--- config.mk ---
export PLATFORM = sky130hd
export DESIGN_NAME = i2c_rx_byte_buffer
export DESIGN_NICKNAME = d
export VERILOG_FILES = /design/src/rtl/i2c_rx_byte_buffer.sv
export SDC_FILE = /design/constraint.sdc
export NUM_CORES = 1
export LEC_CHECK = 0
export BUFFER_PORTS_ARGS = -buffer_cell sky130_fd_sc_hd__clkbuf_2
export CAP_MARGIN = 20
export CORE_ASPECT_RATIO = 0.8
export CORE_MARGIN = 5
export CORE_UTILIZATION = 50
export CTS_CLUSTER_DIAMETER = 80
export DETAILED_ROUTE_END_ITERATION = 8
export GPL_ROUTABILITY_DRIVEN = 0
export PLACE_DENSITY_LB_ADDON = 0.05
export SYNTH_ARGS = -nofsm -noshare
export SYNTH_HDL_FRONTEND = slang
export SYNTH_SLANG_ARGS = --single-unit
--- constraint.sdc ---
create_clock -name Clock -period 6 [get_ports Clock]
set_input_delay 1.2 -clock Clock [delete_from_list [all_inputs] [get_ports Clock]]
set_output_delay 1.2 -clock Clock [all_outputs]
set_load 0.01 [all_outputs]
--- src/rtl/i2c_rx_byte_buffer.sv ---
// I2C receive data path: shifts SDA bits MSB-first into words, stores them in a
// DEPTH-entry array and drives the ACK/NACK decision for each completed word.
module i2c_rx_byte_buffer #(
  parameter int unsigned DATA_WIDTH = 8,
  parameter int unsigned DEPTH      = 8,
  parameter int unsigned LEN_WIDTH  = $clog2(DEPTH + 1)
) (
  input  logic                          Clock,
  input  logic                          Reset,
  input  logic                          Start,
  input  logic                          Abort,
  input  logic [LEN_WIDTH-1:0]          Length,
  input  logic                          BitStrobe,
  input  logic                          DIn,
  output logic [DEPTH*DATA_WIDTH-1:0]   Data,
  output logic [LEN_WIDTH-1:0]          ByteCount,
  output logic                          Busy,
  output logic                          Done,
  output logic                          AckValid,
  output logic                          AckBit
);

  localparam int unsigned CntW = (DATA_WIDTH > 1) ? $clog2(DATA_WIDTH) : 1;
  localparam int unsigned IdxW = (DEPTH > 1) ? $clog2(DEPTH) : 1;
  localparam logic [CntW-1:0]      LastBit  = CntW'(DATA_WIDTH - 1);
  localparam logic [LEN_WIDTH-1:0] DepthLen = LEN_WIDTH'(DEPTH);

  typedef enum logic [1:0] {StIdle, StShift, StAck, StDone} state_e;

  state_e                state_q;
  logic [DATA_WIDTH-2:0] shift_q;
  logic [CntW-1:0]       bit_cnt_q;
  logic [IdxW-1:0]       idx_q;
  logic [LEN_WIDTH-1:0]  eff_len_q;

  logic [LEN_WIDTH-1:0]  len_clamped;
  logic [DATA_WIDTH-1:0] shifted;
  logic                  last_word;

  always_comb begin
    len_clamped = (Length > DepthLen) ? DepthLen : Length;
    // Full word including the bit being sampled on this strobe.
    shifted     = {shift_q, DIn};
    last_word   = (LEN_WIDTH'(idx_q) == (eff_len_q - LEN_WIDTH'(1)));
  end

  always_ff @(posedge Clock) begin
    if (Reset) begin
      state_q   <= StIdle;
      shift_q   <= '0;
      bit_cnt_q <= '0;
      idx_q     <= '0;
      eff_len_q <= '0;
      Data      <= '0;
      ByteCount <= '0;
      Busy      <= 1'b0;
      Done      <= 1'b0;
      AckValid  <= 1'b0;
      AckBit    <= 1'b0;
    end else begin
      case (state_q)
        StIdle, StDone: begin
          if (Start) begin
            eff_len_q <= len_clamped;
            ByteCount <= '0;
            if (len_clamped == '0) begin
              state_q <= StDone;
              Done    <= 1'b1;
            end else begin
              state_q   <= StShift;
              Busy      <= 1'b1;
              Done      <= 1'b0;
              shift_q   <= '0;
              bit_cnt_q <= '0;
              idx_q     <= '0;
            end
          end
        end

        StShift: begin
          if (Abort) begin
            state_q <= StIdle;
            Busy    <= 1'b0;
          end else if (BitStrobe) begin
            shift_q   <= shifted[DATA_WIDTH-2:0];
            bit_cnt_q <= bit_cnt_q + CntW'(1);
            if (bit_cnt_q == LastBit) begin
              Data[idx_q*DATA_WIDTH +: DATA_WIDTH] <= shifted;
              ByteCount <= ByteCount + LEN_WIDTH'(1);
              state_q   <= StAck;
              AckValid  <= 1'b1;
              AckBit    <= last_word;
            end
          end
        end

        StAck: begin
          if (Abort) begin
            state_q  <= StIdle;
            Busy     <= 1'b0;
            AckValid <= 1'b0;
            AckBit   <= 1'b0;
          end else if (BitStrobe) begin
            // This strobe is the ACK clock slot; SDA is driven by us, not sampled.
            AckValid <= 1'b0;
            AckBit   <= 1'b0;
            if (last_word) begin
              state_q <= StDone;
              Busy    <= 1'b0;
              Done    <= 1'b1;
            end else begin
              state_q   <= StShift;
              idx_q     <= idx_q + IdxW'(1);
              bit_cnt_q <= '0;
            end
          end
        end

        default: state_q <= StIdle;
      endcase
    end
  end

endmodule

==> summary.txt, run 1 <==
status -> finished, final reports clean
Max Freq -> 0.329 GHz
TritonCTS Buffers -> 9
largest family of logic cells by synthesized area -> simple AND/OR/NAND/NOR gates
initial antenna violation count -> 0
commonest non-fill, non-tap cells in the layout -> dfxtp_1 (91), clkbuf_2 (82), nor2_1 (55), a21oi_1 (55), nand2_1 (52)
CTS H-tree lvls -> 3
Lkg Pwr -> 1.93 nW
Via density -> 5.37
# IOs -> 82
area delta synth->final -> 15.2%
# DRC -> 0
post-synth top area cell -> dfxtp_1
crit start category -> flop
synthesized area per cell -> 8.65 um2
nets -> 554
routed via count -> 3474
Post-CTS Setup Bufs -> 0
I/O Buffers -> 81
RSZ-0062 raised after global routing -> no
clk slew on worst S/H paths -> 90 ps
synth top area cells -> dfxtp_1 (44%), mux2i_1 (6.8%), a21oi_1 (6.7%)
Die X-Extent -> 111 um
pwr dens -> 340 nW/um2
number of global-route vias before repair -> 3335
Post-Synth XOR/XNOR Area -> 1.04%
Synth Warn # -> 0
antenna fix cells -> 0
post-route clock period utilization -> 50.7%
DR WL/cell -> 15.6 um
Chip Height -> 91.0 um
reg2reg start -> idx_q[0]
Critical Path Source -> idx_q[0]
Routed Antenna Nets -> 0
die area -> 10100 um2
post-cts sizing count -> 0
ys async rst share -> 0%
largest net degree at the start of global routing -> 72
Slew @ Worst Pin -> 826 ps
Post-Layout Cell Count -> 647
dpl hpwl -> 7150 um
mux share of post-synthesis cell area -> 7.11%
Sum Neg Setup Slack -> 0 ps
worst vdd ir -> 159 uV
FF+latch count, synth -> 91
# fillers -> 731
num rows -> 29
reported max-cap violation count -> 0
Synth Instances -> 474
CTS tree -> done
clk_lat worst skew -> 360 ps
Max Slew Vio Count -> 0
arrival time worst endpoint -> 3330 ps
post-synth cell types -> 56
post-synthesis cell area -> 4100 um2
post-synthesis simple-gate area fraction -> 25.5%
clock root buffer -> clkbuf_8
total iterations of the first detailed-routing run -> 5
Post-Route WL -> 10100 um
hold_ws -> 452 ps
Total Routing Usage GR -> 20.2%
Synth Area in Compound Gates -> 14.5%
Adder-Cell Fraction of Synth Area -> 2.75%
crit-path max FO -> 13
Core Region -> 7950 um2
post-synth top area share -> 44.4%
clock sinks -> 91
final setup vio count -> 0
layout cells sized above 1 -> 22.4%
CP Data Required Time -> 6290 ps
Fin. Hold Viols -> 0
Synth Flop Type -> dfxtp_1
global-route wire length before repair -> 16800 um
Post-synth EDFFs -> 0
sequential-to-total area share from yosys stat -> 44.4%
Initial Util -> 51.6%
gr ovfl total -> 0
crit path kind -> reg2reg
Worst slew margin -> 44.8%
fin crit period -> 3040 ps
Placed Cells -> 631
Initial DRC Count -> 192
synthesized net count -> 493
worst min path class -> reg2reg
number of hold buffers added after CTS -> 0
commonest non-fill, non-tap cell in the layout -> dfxtp_1
Worst Skew -> 8.84 ps
CP Capture Type -> flop
Max Buffers Root-to-Sink -> 2
worst hold start -> Data[49]
## worst paths after layout
kind / end / slack (ps) / cells past startpoint
max: Data[31] / 2960 / 9
min: Data[49] / 450 / 2
max reg2reg: Data[31] / 2960 / 9
min reg2reg: Data[49] / 450 / 2
## flip-flops by register name (all words and copies together) (netlist names)
register,count
AckBit,1
AckValid,1
Busy,1
ByteCount,4
Data,64
Done,1
bit_cnt_q,3
eff_len_q,4
idx_q,3
shift_q,7
state_q,2
## metal layers
layer	share of wire, %	GRT usage, %
met5	0	0
met4	0.77	6.08
met3	6.7	5.85
met2	42	29.2
met1	50	29.2
## cell families (layout without fill, tap and decap cells)
group,after synthesis,after routing
multiplexers,29,29
flip-flops,91,91
buffers and inverters,46,111
XOR/XNOR,4,4
AND/OR/NAND/NOR,200,200
AO/OA/AOI/OAI,95,95
adder cells (fa/ha/maj),9,9
## cell type report
type	count	area, um2	area share (%)
multi-input combinational	337	2090	44.2
clock inverter	6	87.6	1.85
tap	108	135	2.86
timing repair buffer	83	418	8.85
clock buffer	9	124	2.62
sequential	91	1820	38.6
inverter	13	48.8	1.03
## critical path: stages, from the launching register on
cell and delay, ps:
dfxtp_1 600, inv_1 180, ha_1 240, ha_1 480
nor4bb_1 630, clkbuf_2 260, nand3_2 200, nor3_1 240
a21oi_1 60, nor2_1 80
## synthesized netlist by cell type, drive strengths merged, types with 3 or more instances
master / count
and3: 3
nand2b: 6
nor3b: 3
clkbuf: 21
buf: 12
nor4: 3
a211oi: 4
nor3: 8
nand4: 5
ha: 9
a22oi: 8
inv: 13
o21ai: 12
nor2b: 9
mux2i: 28
nor2: 59
nand2: 52
dfxtp: 91
nand3: 41
a21oi: 57
xor2: 3
## through the flow
step	instance area [um2]	setup WS, ps	power [mW]	util, %
floorplan	4100	3610	1.07	-
global placement	4510	2920	1.16	56.7
detailed placement	4510	2770	1.17	56.7
CTS	4720	2710	1.61	59.4
global route	4720	2610	1.70	59.4
finish	4720	2960	1.61	59.4
## power breakdown
group          switching (mW)  leakage [nW]  internal (mW)
Sequential             0.0350         0.734          0.629
Clock                   0.215         0.110          0.234
Combinational           0.335          1.09          0.159
Total                   0.585          1.93           1.02
Note: power is estimated with default switching activity, not from simulation.
==> inputs of run 2 (changes only) <==
CORE_UTILIZATION = 49   (was 50)
clock period = 2.61 ns   (was 6 ns; I/O delays follow)
==> run 2 against run 1 <==
Compared with the run above:
- power grew 150%
- clock power rose to 2.8 times the previous value
- sequential share of layout area fell by 1.1 points
- core utilization rose by 0.84 points
- hold slack better by 1.4 ps
- sequential power is 130% higher
- fmax rose by 34%
- final cell count is 1.2% higher
- combinational power grew 140%
- setup slack worse by 2600 ps
- register-to-register slack got worse by 2600 ps
- via count increased by 2.7%
==> summary.txt, run 2 (synthesis gave the netlist of run 1 again) <==
layout cells sized above 1 -> 23.8%
Net Sw Power -> 1.37 mW
gr ovfl total -> 0
number of hold buffers added after CTS -> 0
clk slew on worst S/H paths -> 90 ps
WP buf/inv -> 1
CP peak stage delay -> 480 ps
# DRC -> 0
Worst slew margin -> 59.9%
CTS H-tree lvls -> 3
crit path kind -> reg2reg
Largest regs -> Data: 64 flops, shift_q: 7 flops
Max Buffers Root-to-Sink -> 2
RSZ-0062 raised after global routing -> no
worst min path class -> reg2reg
dpl hpwl -> 7200 um
TritonCTS Buffers -> 9
Initial DRC Count -> 251
# IOs -> 82
part of the power in combinational logic -> 30.3%
post-route setup slack -> 336 ps
clock root buffer -> clkbuf_8
setup slack, reg-to-reg -> 340 ps
Sum Neg Setup Slack -> 0 ps
fin crit period -> 2270 ps
hold path endpoint -> Data[49]
clk_lat worst skew -> 370 ps
CP Capture Type -> flop
Max Slew Vio Count -> 0
nets -> 561
pre-CTS setup slack -> 302 ps
pwr dens -> 816 nW/um2
CTS tree -> done
worst-path cell chain -> inv_1 -> ha_1 -> ha_1 -> nor4bb_2 -> nand3_2 -> nor3_1 -> a21oi_1 -> nor2_1
reg2reg start -> idx_q[1]
Core Region -> 8060 um2
# fillers -> 757
Worst R2R End -> Data[31]
Pint -> 2.59 mW
global-route wire length before repair -> 17000 um
placed cell areas -> 4580 um2
DR WL/cell -> 15.8 um
worst hold start -> Data[49]
final setup vio count -> 0
I/O Buffers -> 81
Post-Route WL -> 10400 um
reported max-cap violation count -> 0
Fin. Hold Viols -> 0
antenna fix cells -> 0
share of total power in the clock network -> 31.7%
Routed Antenna Nets -> 0
clock sinks -> 91
Slew @ Worst Pin -> 601 ps
number of global-route vias before repair -> 3364
status -> finished, final reports clean
crit-path max FO -> 10
worst vdd ir -> 367 uV
post-route clock period utilization -> 87.1%
Lkg Pwr -> 2.00 nW
CP Data Required Time -> 2910 ps
largest net degree at the start of global routing -> 62
Worst Skew -> 14.5 ps
initial antenna violation count -> 0
R2R cell count -> 8
Reg power frac -> 37.9%
Top reg by flops -> Data
Via density -> 5.45
commonest non-fill, non-tap cells in the layout -> dfxtp_1 (91), clkbuf_2 (81), nor2_1 (55), a21oi_1 (55), nand2_1 (52)
commonest non-fill, non-tap cell in the layout -> dfxtp_1
hold path depth -> 2
arrival time worst endpoint -> 2580 ps
Chip Height -> 91.8 um
area delta synth->final -> 18.4%
slowest cell on the critical path -> ha_1
max reg flops -> 64
final instance area -> 4850 um2
crit-path leading delay family -> simple AND/OR/NAND/NOR gates
crit start category -> flop
Total Routing Usage GR -> 20.3%
die area -> 10300 um2
CP dominant cell by count -> ha_1
Die X-Extent -> 112 um
Overall Power -> 3.96 mW
total iterations of the first detailed-routing run -> 5
hold_ws -> 453 ps
Sw Ratio -> 34.6%
Initial Util -> 50.9%
routed via count -> 3568
num rows -> 29
Max Freq -> 0.440 GHz
-- run 2: worst max-delay path by stage --
stage                  start        to  slack [ps]  cells past startpoint
floorplan           idx_q[0]  Data[45]         310                     10
global placement    idx_q[1]  Data[31]         390                      8
detailed placement  idx_q[1]  Data[31]         300                      8
CTS                 idx_q[1]  Data[31]         290                      8
global route        idx_q[1]  Data[28]         100                      8
finish              idx_q[1]  Data[31]         340                      8
-- run 2: layer usage --
metal / GRT usage (%) / up-vias / share of wire (%)
met2: 29.1 / 113 / 42
met4: 5.81 / 0 / 0.52
met1: 29.5 / 1672 / 49
met3: 6.05 / 7 / 8.0
met5: 0 / - / 0
li1: - / 1776 / -
-- run 2: layout make-up --
| class | count | area (um2) | share of cell area [%] |
|---|---|---|---|
| clock inverter | 7 | 146 | 3.02 |
| tap | 108 | 135 | 2.78 |
| timing repair buffer | 90 | 485 | 10.0 |
| sequential | 91 | 1820 | 37.5 |
| multi-input combinational | 337 | 2090 | 43.1 |
| clock buffer | 9 | 124 | 2.55 |
| inverter | 13 | 48.8 | 1.01 |
-- run 2: power groups by stage --
| stage | sequential (mW) | combinational, mW | clock, mW |
|---|---|---|---|
| after global placement | 1.53 | 1.17 | 0 |
| after floorplan | 1.52 | 0.945 | 0 |
| after global routing | 1.51 | 1.35 | 1.35 |
| after CTS | 1.50 | 1.19 | 1.29 |
| final | 1.50 | 1.20 | 1.26 |
| after detailed placement | 1.53 | 1.18 | 0 |
-- run 2: per-stage QoR --
step                instances  util [%]
detailed placement        639      56.8
CTS                       655      60.2
global route              655      60.3
finish                    655      60.3
global placement          639      56.8
floorplan                 474         -
-- run 2: timing repair --
item                                    CTS  global route
endpoints found under the setup margin    0             1
gates resized for setup                   0             1
setup buffers                             0             0
-- run 2: worst register-to-register path: stages (launching register included) --
cell and delay [ps]:
dfxtp_1 440, inv_1 70, ha_1 180, ha_1 480
nor4bb_2 420, nand3_2 250, nor3_1 230, a21oi_1 60
nor2_1 90
==> inputs of run 3 (changes only) <==
CORE_UTILIZATION = 40   (was 49)
==> run 3 against run 2 <==
Compared with the run above:
- clock skew decreased by 8.2 ps
- sequential cell count unchanged
- wire length increased by 5.0%
- sequential power about the same
- register-to-register slack about the same
- die area increased by 20%
- sequential share of layout area decreased by 0.66 points
- fmax decreased by 0.57%
- combinational power increased by 3%
- critical path depth unchanged
- clock power increased by 5%
- power increased by 2.6%
- critical path type unchanged
- largest cell class unchanged
==> summary.txt, run 3 (synthesis gave the netlist of run 1 again) <==
Slew @ Worst Pin -> 619 ps
die area -> 12400 um2
crit path kind -> reg2reg
Max Slew Vio Count -> 0
area delta synth->final -> 20.6%
Chip Height -> 101 um
I/O Buffers -> 81
part of the power in combinational logic -> 30.6%
fin crit period -> 2290 ps
Max Freq -> 0.437 GHz
global-route wire length before repair -> 17400 um
status -> finished, final reports clean
max reg flops -> 64
Worst slew margin -> 58.5%
commonest non-fill, non-tap cell in the layout -> dfxtp_1
post-route setup slack -> 323 ps
CTS H-tree lvls -> 3
worst vdd ir -> 308 uV
Max Buffers Root-to-Sink -> 2
Routed Antenna Nets -> 0
CP peak stage delay -> 500 ps
Via density -> 5.13
CP Capture Type -> flop
final setup vio count -> 0
Core Region -> 10100 um2
num rows -> 33
total iterations of the first detailed-routing run -> 4
Net Sw Power -> 1.41 mW
Largest regs -> Data: 64 flops, shift_q: 7 flops
Pint -> 2.66 mW
Sum Neg Setup Slack -> 0 ps
Overall Power -> 4.06 mW
Lkg Pwr -> 2.02 nW
antenna fix cells -> 0
slowest cell on the critical path -> ha_1
post-route clock period utilization -> 87.6%
Placed Cells -> 672
TritonCTS Buffers -> 9
RSZ-0062 raised after global routing -> no
largest net degree at the start of global routing -> 72
commonest non-fill, non-tap cells in the layout -> dfxtp_1 (91), clkbuf_2 (81), nor2_1 (55), a21oi_1 (55), nand2_1 (52)
crit-path max FO -> 10
worst min path class -> reg2reg
routed via count -> 3526
worst-path cell chain -> inv_1 -> ha_1 -> ha_1 -> nor4bb_2 -> nand3_2 -> nor3_1 -> a21oi_1 -> nor2_1
Initial Util -> 40.5%
CTS tree -> done
nets -> 562
Reg power frac -> 37.0%
Post-Route WL -> 10900 um
pre-CTS setup slack -> 281 ps
clk slew on worst S/H paths -> 60 ps
clock sinks -> 91
number of hold buffers added after CTS -> 0
Die X-Extent -> 123 um
arrival time worst endpoint -> 2560 ps
Fin. Hold Viols -> 0
# IOs -> 82
gr ovfl total -> 0
pwr dens -> 822 nW/um2
Top reg by flops -> Data
Sw Ratio -> 34.6%
Total Routing Usage GR -> 18.1%
DR WL/cell -> 15.8 um
WP buf/inv -> 1
layout cells sized above 1 -> 23.8%
clock root buffer -> clkbuf_16
CP Data Required Time -> 2880 ps
Post-Layout Cell Count -> 687
CP dominant cell by count -> ha_1
reported max-cap violation count -> 0
share of total power in the clock network -> 32.4%
crit start category -> flop
# DRC -> 0
initial antenna violation count -> 0
Initial DRC Count -> 176
dpl hpwl -> 7690 um
clk_lat worst skew -> 340 ps
crit-path leading delay family -> simple AND/OR/NAND/NOR gates
Worst Skew -> 6.27 ps
number of global-route vias before repair -> 3329
run 3: changes by cell type in the layout (fill, tap and decap cells not counted), moves of 2 or more:
cell and change:
clkbuf_8 -7, inv_6 -2, clkbuf_16 +9, bufinv_16 -3
run 3: cell type report:
| class | instances | area [um2] |
|---|---|---|
| tap | 140 | 175 |
| clock inverter | 3 | 47.5 |
| inverter | 13 | 48.8 |
| clock buffer | 12 | 256 |
| sequential | 91 | 1820 |
| timing repair buffer | 91 | 493 |
| multi-input combinational | 337 | 2100 |
| fill | 1039 | 5170 |
run 3: worst register-to-register path: stages, from the launching register on:
cell and delay, ps:
dfxtp_1 420, inv_1 70, ha_1 180, ha_1 500
nor4bb_2 450, nand3_2 240, nor3_1 230, a21oi_1 60
nor2_1 80
run 3: what timing repair did:
item                                    in CTS  in global routing
endpoints found under the setup margin       0                  2
setup buffers                                0                  0
gates resized for setup                      0                  2
hold endpoints to repair                     0                  0
run 3: power groups by stage:
stage	sequential [mW]	combinational [mW]	clock, mW
finish	1.50	1.24	1.32
floorplan	1.52	0.945	0
global placement	1.53	1.21	0
CTS	1.50	1.22	1.35
global route	1.51	1.37	1.41
detailed placement	1.53	1.22	0
run 3: final timing paths:
check / start / slack [ps] / cells after the start / endpoint
setup / recovery: idx_q[1] / 320 / 8 / Data[31]
hold / removal: Data[42] / 450 / 2 / Data[42]
setup reg to reg: idx_q[1] / 320 / 8 / Data[31]
hold reg to reg: Data[42] / 450 / 2 / Data[42]
run 3: stage by stage:
step	util (%)	instance area, um2	hold WS [ps]
after detailed placement	45.7	4630	446
after CTS	48.7	4930	454
after floorplan	-	4100	447
after global routing	48.9	4940	467
final	48.9	4940	449
after global placement	45.7	4630	440
run 3: metal layers:
metal / part of all wire (%) / vias up / global-route usage [%]
met3: 5.3 / 10 / 5.05
met2: 42 / 72 / 26.6
met1: 51 / 1664 / 26.1
li1: - / 1780 / -
met4: 1.0 / 0 / 4.60
met5: 0 / - / 0
